==> src/rtl/ant_engine_if.sv <==
// Bus between the ant engine, the sprite renderer and the display scan.
// The engine takes the slave side; the renderer/scan (or a bench) the master side.
`timescale 1ns/1ps
interface ant_engine_if #(
   parameter int CW = 3
);
   logic          istep;
   logic [CW-1:0] line;
   logic [CW-1:0] column;
   logic          ocell;
   logic [CW-1:0] cur_pos_x;
   logic [CW-1:0] cur_pos_y;
   logic [1:0]    direction;
   logic          obusy;
   logic [31:0]   ostep_cnt;

   modport master (
      output istep, line, column,
      input  ocell, cur_pos_x, cur_pos_y, direction, obusy, ostep_cnt
   );

   modport slave (
      input  istep, line, column,
      output ocell, cur_pos_x, cur_pos_y, direction, obusy, ostep_cnt
   );
endinterface

==> src/rtl/ant_engine.sv <==
// Langton's-ant state engine: one-bit-per-cell colour grid, ant position and
// heading, a step FSM (CLEAR -> IDLE -> LOOK -> TURN -> MOVE -> IDLE) and a
// registered read-only port for the display scan.
`timescale 1ns/1ps
module ant_engine #(
   parameter int C_NUM_OF_CELLS_X = 5,
   parameter int C_NUM_OF_CELLS_Y = 5,
   parameter int C_START_X        = 2,
   parameter int C_START_Y        = 2,
   parameter int C_START_DIR      = 0
) (
   input  logic         iclk,
   input  logic         irst_n,
   ant_engine_if.slave  bus
);

   localparam int CW    = $clog2((C_NUM_OF_CELLS_X + C_NUM_OF_CELLS_Y) / 2);
   localparam int NCELL = C_NUM_OF_CELLS_X * C_NUM_OF_CELLS_Y;
   localparam int AW    = $clog2(NCELL);

   localparam logic [CW-1:0] X_MAX     = CW'(C_NUM_OF_CELLS_X - 1);
   localparam logic [CW-1:0] Y_MAX     = CW'(C_NUM_OF_CELLS_Y - 1);
   localparam logic [CW-1:0] START_X   = CW'(C_START_X);
   localparam logic [CW-1:0] START_Y   = CW'(C_START_Y);
   localparam logic [1:0]    START_DIR = 2'(C_START_DIR);
   // One extra bit so a dimension equal to 2**CW does not truncate to zero.
   localparam logic [CW:0]   X_LIM     = (CW+1)'(C_NUM_OF_CELLS_X);
   localparam logic [CW:0]   Y_LIM     = (CW+1)'(C_NUM_OF_CELLS_Y);
   localparam logic [AW-1:0] X_AW      = AW'(C_NUM_OF_CELLS_X);
   localparam logic [AW-1:0] LAST_ADDR = AW'(NCELL - 1);

   localparam logic [1:0] DIR_UP    = 2'd0;
   localparam logic [1:0] DIR_DOWN  = 2'd1;
   localparam logic [1:0] DIR_LEFT  = 2'd2;
   localparam logic [1:0] DIR_RIGHT = 2'd3;

   typedef enum logic [2:0] {
      S_CLEAR = 3'd0,
      S_IDLE  = 3'd1,
      S_LOOK  = 3'd2,
      S_TURN  = 3'd3,
      S_MOVE  = 3'd4
   } state_t;

   // Heading after a clockwise quarter turn (ant on a white cell).
   function automatic logic [1:0] turn_right(input logic [1:0] dir);
      logic [1:0] res;
      case (dir)
         DIR_UP:    res = DIR_RIGHT;
         DIR_RIGHT: res = DIR_DOWN;
         DIR_DOWN:  res = DIR_LEFT;
         DIR_LEFT:  res = DIR_UP;
         default:   res = DIR_UP;
      endcase
      return res;
   endfunction

   // Heading after a counter-clockwise quarter turn (ant on a black cell).
   function automatic logic [1:0] turn_left(input logic [1:0] dir);
      logic [1:0] res;
      case (dir)
         DIR_UP:    res = DIR_LEFT;
         DIR_LEFT:  res = DIR_DOWN;
         DIR_DOWN:  res = DIR_RIGHT;
         DIR_RIGHT: res = DIR_UP;
         default:   res = DIR_UP;
      endcase
      return res;
   endfunction

   state_t          state_q, state_d;
   logic [AW-1:0]   clr_addr_q, clr_addr_d;
   logic [CW-1:0]   pos_x_q, pos_x_d;
   logic [CW-1:0]   pos_y_q, pos_y_d;
   logic [1:0]      dir_q, dir_d;
   logic [31:0]     cnt_q, cnt_d;
   logic            colour_q, colour_d;
   logic            busy_q, busy_d;
   logic [NCELL-1:0] grid_q;
   logic            ocell_q;

   logic            wr_en_s;
   logic [AW-1:0]   wr_addr_s;
   logic            wr_data_s;
   logic [AW-1:0]   cur_addr_s;
   logic [AW-1:0]   rd_addr_s;
   logic            rd_in_range_s;

   assign cur_addr_s    = AW'(pos_y_q) * X_AW + AW'(pos_x_q);
   assign rd_addr_s     = AW'(bus.line) * X_AW + AW'(bus.column);
   assign rd_in_range_s = ({1'b0, bus.column} < X_LIM) && ({1'b0, bus.line} < Y_LIM);

   // FSM state and ant registers; reset drops any step in flight back to CLEAR.
   always_ff @(posedge iclk or negedge irst_n) begin
      if (!irst_n) begin
         state_q    <= S_CLEAR;
         clr_addr_q <= {AW{1'b0}};
         pos_x_q    <= START_X;
         pos_y_q    <= START_Y;
         dir_q      <= START_DIR;
         cnt_q      <= 32'd0;
         colour_q   <= 1'b0;
         busy_q     <= 1'b1;
      end else begin
         state_q    <= state_d;
         clr_addr_q <= clr_addr_d;
         pos_x_q    <= pos_x_d;
         pos_y_q    <= pos_y_d;
         dir_q      <= dir_d;
         cnt_q      <= cnt_d;
         colour_q   <= colour_d;
         busy_q     <= busy_d;
      end
   end

   // Next-state, grid port-A write control and ant update for each FSM phase.
   always_comb begin
      state_d    = state_q;
      clr_addr_d = clr_addr_q;
      pos_x_d    = pos_x_q;
      pos_y_d    = pos_y_q;
      dir_d      = dir_q;
      cnt_d      = cnt_q;
      colour_d   = colour_q;
      wr_en_s    = 1'b0;
      wr_addr_s  = cur_addr_s;
      wr_data_s  = 1'b0;

      case (state_q)
         S_CLEAR: begin
            wr_en_s   = 1'b1;
            wr_addr_s = clr_addr_q;
            wr_data_s = 1'b0;
            if (clr_addr_q == LAST_ADDR) begin
               clr_addr_d = {AW{1'b0}};
               state_d    = S_IDLE;
            end else begin
               clr_addr_d = clr_addr_q + AW'(1);
               state_d    = S_CLEAR;
            end
         end
         S_IDLE: begin
            if (bus.istep) begin
               state_d = S_LOOK;
            end else begin
               state_d = S_IDLE;
            end
         end
         S_LOOK: begin
            colour_d = grid_q[cur_addr_s];
            state_d  = S_TURN;
         end
         S_TURN: begin
            wr_en_s = 1'b1;
            if (colour_q) begin
               dir_d     = turn_left(dir_q);
               wr_data_s = 1'b0;
            end else begin
               dir_d     = turn_right(dir_q);
               wr_data_s = 1'b1;
            end
            state_d = S_MOVE;
         end
         S_MOVE: begin
            case (dir_q)
               DIR_UP:    pos_y_d = (pos_y_q == {CW{1'b0}}) ? Y_MAX : pos_y_q - CW'(1);
               DIR_DOWN:  pos_y_d = (pos_y_q == Y_MAX) ? {CW{1'b0}} : pos_y_q + CW'(1);
               DIR_LEFT:  pos_x_d = (pos_x_q == {CW{1'b0}}) ? X_MAX : pos_x_q - CW'(1);
               DIR_RIGHT: pos_x_d = (pos_x_q == X_MAX) ? {CW{1'b0}} : pos_x_q + CW'(1);
               default:   pos_x_d = pos_x_q;
            endcase
            cnt_d   = cnt_q + 32'd1;
            state_d = S_IDLE;
         end
         default: begin
            state_d    = S_CLEAR;
            clr_addr_d = {AW{1'b0}};
         end
      endcase

      busy_d = (state_d != S_IDLE);
   end

   // Colour grid storage, written only through port A.
   always_ff @(posedge iclk or negedge irst_n) begin
      if (!irst_n) begin
         grid_q <= {NCELL{1'b0}};
      end else if (wr_en_s) begin
         grid_q[wr_addr_s] <= wr_data_s;
      end
   end

   // Port B: registered display read; sees the pre-write colour on a same-cycle write.
   always_ff @(posedge iclk or negedge irst_n) begin
      if (!irst_n) begin
         ocell_q <= 1'b0;
      end else if (rd_in_range_s) begin
         ocell_q <= grid_q[rd_addr_s];
      end else begin
         ocell_q <= 1'b0;
      end
   end

   assign bus.ocell     = ocell_q;
   assign bus.cur_pos_x = pos_x_q;
   assign bus.cur_pos_y = pos_y_q;
   assign bus.direction = dir_q;
   assign bus.obusy     = busy_q;
   assign bus.ostep_cnt = cnt_q;

endmodule

==> src/flat_wrapper.sv <==
// flat-port wrapper written by rule: the top's interface ports become plain ports
module ant_engine_flat 
#(
   parameter int C_NUM_OF_CELLS_X = 5,
   parameter int C_NUM_OF_CELLS_Y = 5,
   parameter int C_START_X        = 2,
   parameter int C_START_Y        = 2,
   parameter int C_START_DIR      = 0
)
  (iclk, irst_n, bus_istep, bus_line, bus_column, bus_ocell, bus_cur_pos_x, bus_cur_pos_y, bus_direction, bus_obusy, bus_ostep_cnt);
  ant_engine_if #(.CW((3))) bus_i ();
  input  logic iclk;
  input  logic irst_n;
  input wire logic [$bits(bus_i.istep)-1:0] bus_istep;
  input wire logic [$bits(bus_i.line)-1:0] bus_line;
  input wire logic [$bits(bus_i.column)-1:0] bus_column;
  output wire logic [$bits(bus_i.ocell)-1:0] bus_ocell;
  output wire logic [$bits(bus_i.cur_pos_x)-1:0] bus_cur_pos_x;
  output wire logic [$bits(bus_i.cur_pos_y)-1:0] bus_cur_pos_y;
  output wire logic [$bits(bus_i.direction)-1:0] bus_direction;
  output wire logic [$bits(bus_i.obusy)-1:0] bus_obusy;
  output wire logic [$bits(bus_i.ostep_cnt)-1:0] bus_ostep_cnt;
  assign bus_i.istep = bus_istep;
  assign bus_i.line = bus_line;
  assign bus_i.column = bus_column;
  assign bus_ocell = bus_i.ocell;
  assign bus_cur_pos_x = bus_i.cur_pos_x;
  assign bus_cur_pos_y = bus_i.cur_pos_y;
  assign bus_direction = bus_i.direction;
  assign bus_obusy = bus_i.obusy;
  assign bus_ostep_cnt = bus_i.ostep_cnt;
  ant_engine #(.C_NUM_OF_CELLS_X(C_NUM_OF_CELLS_X), .C_NUM_OF_CELLS_Y(C_NUM_OF_CELLS_Y), .C_START_X(C_START_X), .C_START_Y(C_START_Y), .C_START_DIR(C_START_DIR)) u_core (.iclk(iclk), .irst_n(irst_n), .bus(bus_i));
endmodule
==> config.mk <==
export PLATFORM = sky130hd
export DESIGN_NAME = ant_engine_flat
export DESIGN_NICKNAME = d
export VERILOG_FILES = /design/src/rtl/ant_engine_if.sv /design/src/rtl/ant_engine.sv /design/src/flat_wrapper.sv
export SDC_FILE = /design/constraint.sdc
export NUM_CORES = 1
export LEC_CHECK = 0
export CAP_MARGIN = 20
export CORE_MARGIN = 2
export CORE_UTILIZATION = 31
export DETAILED_ROUTE_END_ITERATION = 12
export SETUP_SLACK_MARGIN = 0.05
export SLEW_MARGIN = 20
export SYNTH_ARGS = -nofsm -noshare
export SYNTH_HDL_FRONTEND = slang
export SYNTH_SLANG_ARGS = --single-unit
==> constraint.sdc <==
create_clock -name iclk -period 2.8 [get_ports iclk]
set_input_delay 0.28 -clock iclk [delete_from_list [all_inputs] [get_ports iclk]]
set_output_delay 0.28 -clock iclk [all_outputs]
set_load 0.05 [all_outputs]
==> metrics.txt, run 1 <==
P per Cell Area 961 nW/um2; sequential area share after synthesis 39.7%; Final Critical Period 2.70 ns; Die Area 16500 um2; reg2reg setup slack 0.10 ns; LEAKAGE 0.00247 uW; CP required 3.03 ns; Max-Cap Viols 0; Die Y 128 um; largest net degree at the start of global routing 77; Syn Inst Count 446; GR Util met3 4.53%; run status finished clean; vias in the first global route 3816; EDFF count, synth 0; clk slew on worst S/H paths 0.06 ns; hold buffers post-CTS 0; post-layout util 39.7%; crit path cell chain ha_4 -> ha_4 -> fa_2 -> xnor2_4 -> and3_4 -> nor3b_4 -> o21ai_2 -> mux2_4; unrepaired setup endpoints after global routing false; DR vias/cell 5.20; Ys Warns 0; layout cells sized above 1 19.2%; Fillers 1456; Starting DRT DRC Count 255; CP startpoint u_core.bus.cur_pos_x[1]; Placer Congestion 0.845; die width 128 um; CTS H-tree lvls 3; flops & latches, synth 76; Async SR Flop Fraction 100%; Final #Nets 548; CTS buffer count 9; WS Path Type reg -> reg; Cell Area, Synth 4800 um2; relative slew slack 34.8%; effective utilization at floorplan 31.7%; Final Cycle Share 96.4%; met2 Use GR 23.7%; area grow syn2layout 25.2%; cell mode on critical path ha_4; final setup vio count 0; first-pass GRT wire length 19.2 mm; CTS max path bufs 2; Post-Route WL 11.4 mm; GRT busiest layer met2; Tightest Hold Check Type in -> async; Worst-Skew Late Latency 0.35 ns; CTS root buf clkbuf_16; GRT Total Usage 14.6%; CTS tree done; core area 15100 um2; detailed placement HPWL 8.15 mm; worst r2r src u_core.bus.cur_pos_x[1]; worst setup path end u_core.grid_q[4]; syn_nets 489; n_diodes 0; unique cell type count in the Yosys netlist 65; Hold Violations, Final 0; clk_skew 0.00663 ns; routed len/inst 16.3 um; top_reg_cell synth dfrtp_1; crit path DAT 2.93 ns; mean area per synthesized cell 10.8 um2; Startpoint Class register; Slew Limit Fails 0; Ports 51; met1 usage 18.7%; Least-Margin Pin Slew 0.977 ns; via count 3629; clk sink count 76; Worst setup EP type register; port bufs 50; Worst path slowest cell dfstp_4; Peak VDD IR 0.491 mV; reg2reg path depth 8; total gr overflow 0; CP max FO 5; Hold Worst Slack 0.0768 ns; Max Clk Rate 0.370 GHz; r2r endpoint u_core.grid_q[4]; row cnt 45; initial antenna violation count 0; DRT Pass-1 Iters 5; Antenna Nets Post-Route 0; largest stage delay on the critical path 0.64 ns; DRC errors left 0
through the flow:
stage / setup TNS (ns) / std cells / power (uW) / worst slack [ns] / area, um2
global route: 0 / 698 / 6160 / 0.0299 / 6010
floorplan: 0 / 446 / 3660 / 0.0424 / 4860
CTS: 0 / 696 / 5590 / 0.0153 / 5900
detailed placement: -0.0639 / 678 / 4400 / -0.0639 / 5600
finish: 0 / 698 / 5770 / 0.100 / 6010
global placement: 0 / 678 / 4320 / 0.0451 / 5600
logic make-up after synthesis:
group / count (synthesis) / synth area share (%)
flops: 76 / 39.7
compound gates: 94 / 13.5
fa+ha+maj: 34 / 9.18
mux: 33 / 10.4
simple gates: 128 / 16.2
xor+xnor: 38 / 6.94
buf+inv: 43 / 4.04
repair_timing:
item / CTS / global route
buffers inserted: 2 / 2
pin swaps: 1 / 6
gates resized for setup: 2 / 13
endpoints found under the setup margin: 4 / 25
cells in the mapped netlist, types with 4 or more instances:
library cell / count / share of area (%)
nand3_1: 16 / 1.7
and4_1: 7 / 1.3
o21ai_0: 29 / 3.0
dfrtp_1: 73 / 38
nor3_1: 6 / 0.63
nand2_1: 28 / 2.2
a21oi_1: 14 / 1.5
buf_2: 5 / 0.52
nand4_1: 10 / 1.3
nor3_2: 4 / 0.83
o21ai_1: 7 / 0.73
mux2i_1: 6 / 1.3
mux2_2: 10 / 2.3
xor2_1: 9 / 1.6
nor2_1: 20 / 1.6
a21o_1: 4 / 0.63
xnor2_1: 29 / 5.3
and3_1: 5 / 0.65
clkbuf_1: 12 / 0.94
mux4_2: 12 / 5.6
nand2b_1: 4 / 0.52
inv_1: 20 / 1.6
and2_1: 5 / 0.65
mux2_1: 5 / 1.2
a22o_1: 11 / 2.0
ha_1: 32 / 8.3
worst max-delay path: cells and delay by family, from the launching register on:
kind	cells	cell delay [ns]
adder cells (fa/ha/maj)	3	0.80
flip-flops	1	0.64
multiplexers	1	0.31
AND/OR/NAND/NOR	2	0.49
XOR/XNOR	1	0.25
AO/OA/AOI/OAI	1	0.10
report_power, final:
| part | total (uW) | switching (uW) | internal, uW |
|---|---|---|---|
| Combinational | 3020 | 1700 | 1330 |
| Sequential | 1630 | 312 | 1320 |
| Clock | 1120 | 508 | 611 |
cell type report:
class	instances	area [um2]	share of cell area [%]
clock buffer	9	225	3.75
sequential	76	1920	31.9
multi-input combinational	327	2850	47.4
timing repair buffer	70	648	10.8
tap	188	235	3.92
inverter	21	78.8	1.31
clock inverter	7	57.6	0.958
registers in the layout (all words and copies together) (netlist names):
register	flops
u_core.bus.cur_pos_x	3
u_core.bus.cur_pos_y	3
u_core.bus.direction	2
u_core.bus.obusy	1
u_core.bus.ocell	1
u_core.bus.ostep_cnt	32
u_core.clr_addr_q	5
u_core.colour_q	1
u_core.grid_q	25
u_core.state_q	3
layout by cell type, fill, tap and decap left out, drive strengths merged, types with 4 or more instances in the layout:
cell	n
o21ai	37
dfrtp	73
nand2	28
and4	7
a22o	11
nor3	10
and2	6
nand4	10
nand3	16
xor2	9
a21oi	15
clkdlybuf4s50	49
a21o	4
mux2	15
xnor2	29
nor4	4
mux2i	6
clkbuf	9
and3	5
nand2b	4
nor3b	4
nor2	21
mux4	12
buf	21
ha	32
inv	24
metal layers:
layer	vias up	routed length [um]
met5	-	0
met2	75	5510
met1	1790	5140
li1	1749	-
met3	15	511
met4	0	194
worst min path at each step:
| stage | slack (ns) | endpoint | depth (start not counted) | startpoint |
|---|---|---|---|---|
| floorplan | -0.02 | u_core.bus.cur_pos_x[0] | 0 | irst_n |
| global placement | 0.46 | u_core.bus.ostep_cnt[31] | 1 | u_core.bus.ostep_cnt[31] |
| detailed placement | 0.47 | u_core.bus.ostep_cnt[31] | 1 | u_core.bus.ostep_cnt[31] |
| CTS | 0.14 | u_core.bus.ostep_cnt[10] | 1 | irst_n |
| global route | 0.17 | u_core.bus.ostep_cnt[13] | 1 | irst_n |
| finish | 0.08 | u_core.bus.ostep_cnt[13] | 1 | irst_n |
Power figures use the tool's default switching activity.
==> run 2, diff against run 1 <==
--- a/config.mk
+++ b/config.mk
@@ -7,7 +7,7 @@
 export LEC_CHECK = 0
 export CAP_MARGIN = 20
 export CORE_MARGIN = 2
-export CORE_UTILIZATION = 31
+export CORE_UTILIZATION = 40
 export DETAILED_ROUTE_END_ITERATION = 12
 export SETUP_SLACK_MARGIN = 0.05
 export SLEW_MARGIN = 20
==> run 2 against run 1 <==
Sequential power is essentially flat. Register-to-register slack is essentially flat. Die area shrank 22%. Global-route usage grew 4.0 points. Count of clock-buffer cells in the layout is the same. Combinational power is essentially flat. Power grew 3.1%. Maximum frequency grew 0.25%. Sequential share of layout area shrank 0.093 points. Critical path type unchanged. Highest routed layer unchanged.
==> metrics.txt, run 2 (synthesis results as in run 1) <==
port bufs 50 (unchanged); n_diodes 0 (unchanged); Final Cycle Share 96.2% (-0.24 points); clk_skew 0.00646 ns (-0.000169 ns); CP max FO 5 (unchanged); P per Cell Area 988 nW/um2 (+2.8%); CTS buffer count 9 (unchanged); Final Critical Period 2.69 ns (-0.00679 ns); Ports 51 (unchanged); Post-Route WL 11.3 mm (-0.86%); crit path cell chain ha_4 -> ha_4 -> fa_2 -> xnor2_4 -> and3_4 -> nor3b_4 -> o21ai_2 -> mux2_4; Starting DRT DRC Count 255 (unchanged); Placer Congestion 0.852 (+0.77%); detailed placement HPWL 7.97 mm (-2.2%); WS Path Type reg -> reg; sequential fraction of design power 27.6% (-0.6 points); Startpoint Class register; Antenna Nets Post-Route 0 (unchanged); Max Clk Rate 0.371 GHz (+0.25%); CTS H-tree lvls 3 (unchanged); via count 3666 (+1.0%); P_int 3460 uW (+6.3%); Least-Margin Pin Slew 0.979 ns (+0.00164 ns); total gr overflow 0 (unchanged); initial antenna violation count 0 (unchanged); clk sink count 76 (unchanged); cell mode on critical path ha_4; Psw 2490 uW (-1.0%); effective utilization at floorplan 41.5% (+9.8 points); Max-Cap Viols 0 (unchanged); core area 11600 um2 (-24%); CP required 3.02 ns (about the same); Worst setup EP type register; Hold Worst Slack 0.0863 ns (+0.00951 ns); DRC errors left 0 (unchanged); unrepaired setup endpoints after global routing true; Final Instance Area 6020 um2 (+0.29%); Worst-Skew Late Latency 0.34 ns (about the same); crit path DAT 2.91 ns (-0.02 ns); CTS max path bufs 2 (unchanged); first-pass GRT wire length 19.1 mm (-0.57%); commonest non-fill, non-tap cells in the layout dfrtp_1 (71), clkdlybuf4s50_1 (49), o21ai_0 (29); largest net degree at the start of global routing 77 (unchanged); Post-Place Cell Area 5550 um2 (-0.87%); GRT Total Usage 18.6% (+4.0 points); LEAKAGE 0.00253 uW (+2.5%); Final #Nets 554 (+1.1%); register area 1920 um2 (unchanged); Peak VDD IR 0.451 mV (-8.2%); Die Y 114 um (-12%); Tightest Hold Check Type in -> async; routed len/inst 17.1 um (+5.0%); Sw Ratio 41.8% (-1.7 points); most common cell after layout, fill and taps aside dfrtp_1; DR vias/cell 5.56 (+7.0%); DRT Pass-1 Iters 4 (-1); number of flip-flops in the largest register 32 (unchanged); final setup vio count 0 (unchanged); layout cells sized above 1 20.2% (+0.94 points); Clock Power Share 21.4% (+2.0 points); Die Area 12900 um2 (-22%); vias in the first global route 3761 (-1.4%); CTS tree done; die width 114 um (-12%); largest stage delay on the critical path 0.64 ns (about the same); area occupied by multi-input gates 2830 um2 (-0.44%); hold buffers post-CTS 0 (unchanged); area grow syn2layout 25.6%; Hold Violations, Final 0 (unchanged); Slew Limit Fails 0 (unchanged); Final WS setup 0.107 ns (+0.00679 ns); Place WS -0.0783 ns (-0.0144 ns); Worst path slowest cell dfstp_4; row cnt 39 (-13%); CTS root buf clkbuf_16; Fillers 1022 (-30%); clk slew on worst S/H paths 0.06 ns (about the same); run status finished clean; relative slew slack 34.7% (-0.11 points); Comb pwr share 51.0% (-1.4 points); final setup TNS 0 ns (unchanged)
## run 2: changes by cell type in the layout (fill, tap and decap cells not counted)
cell	previous run	this run
clkinvlp_4	3	1
xor2_2	1	2
nand3_2	0	1
ha_1	27	28
ha_4	5	4
xor2_1	8	7
clkinv_2	0	1
nand3_4	1	0
inv_6	3	2
buf_4	21	27
bufinv_16	0	2
## run 2: final cells by class
class / count / share of cell area (%)
multi-input combinational: 327 / 47.0
sequential: 76 / 31.8
timing repair buffer: 76 / 11.5
clock buffer: 9 / 3.74
tap: 143 / 2.97
clock inverter: 7 / 1.64
inverter: 21 / 1.31
## run 2: metal layers
metal | GRT usage (%) | vias to the layer above | part of all wire [%]
met5 | 0 | - | 0
met2 | 29.6 | 80 | 48
met3 | 3.45 | 19 | 4.0
met1 | 25.3 | 1805 | 46
met4 | 7.15 | 0 | 1.9
li1 | - | 1762 | -
## run 2: path summary, 6_finish.rpt
kind	from	to	slack [ns]	cells past startpoint
worst max-delay path	u_core.bus.cur_pos_y[1]	u_core.grid_q[4]	0.11	8
worst min-delay path	irst_n	u_core.bus.cur_pos_x[2]	0.09	1
worst max register to register	u_core.bus.cur_pos_y[1]	u_core.grid_q[4]	0.11	8
worst min register to register	u_core.bus.ostep_cnt[18]	u_core.bus.ostep_cnt[18]	0.49	1
max in group asynchronous	irst_n	u_core.bus.cur_pos_y[0]	2.00	1
min in group iclk	u_core.bus.ostep_cnt[18]	u_core.bus.ostep_cnt[18]	0.49	1
## run 2: through the flow
step           total power (uW)  utilization, %  instances
2_1_floorplan              3660               -        446
3_3_place_gp               4340            48.0        634
3_5_place_dp               4390            48.0        634
4_1_cts                    5720            51.0        653
5_1_grt                    6330            52.1        659
6_report                   5950            52.1        659
## run 2: power groups by stage
stage | Clock (uW) | Sequential, uW | Combinational [uW]
floorplan | 0 | 1790 | 1870
global placement | 0 | 1650 | 2690
detailed placement | 0 | 1660 | 2730
CTS | 1310 | 1640 | 2770
global route | 1350 | 1680 | 3290
finish | 1270 | 1640 | 3040
## run 2: timing repair
action / in CTS / in global routing
resized for setup: 0 / 14
cloned: 0 / 0
pin swaps: 3 / 11
endpoints found under the setup margin: 6 / 22
buffers inserted: 3 / 6
## run 2: critical path: cells and delay by family (launching register included)
kind            cells  cell delay (ns)
compound gates      1             0.10
simple gates        2             0.47
flops               1             0.64
xor+xnor            1             0.24
mux                 1             0.31
fa+ha+maj           3             0.81
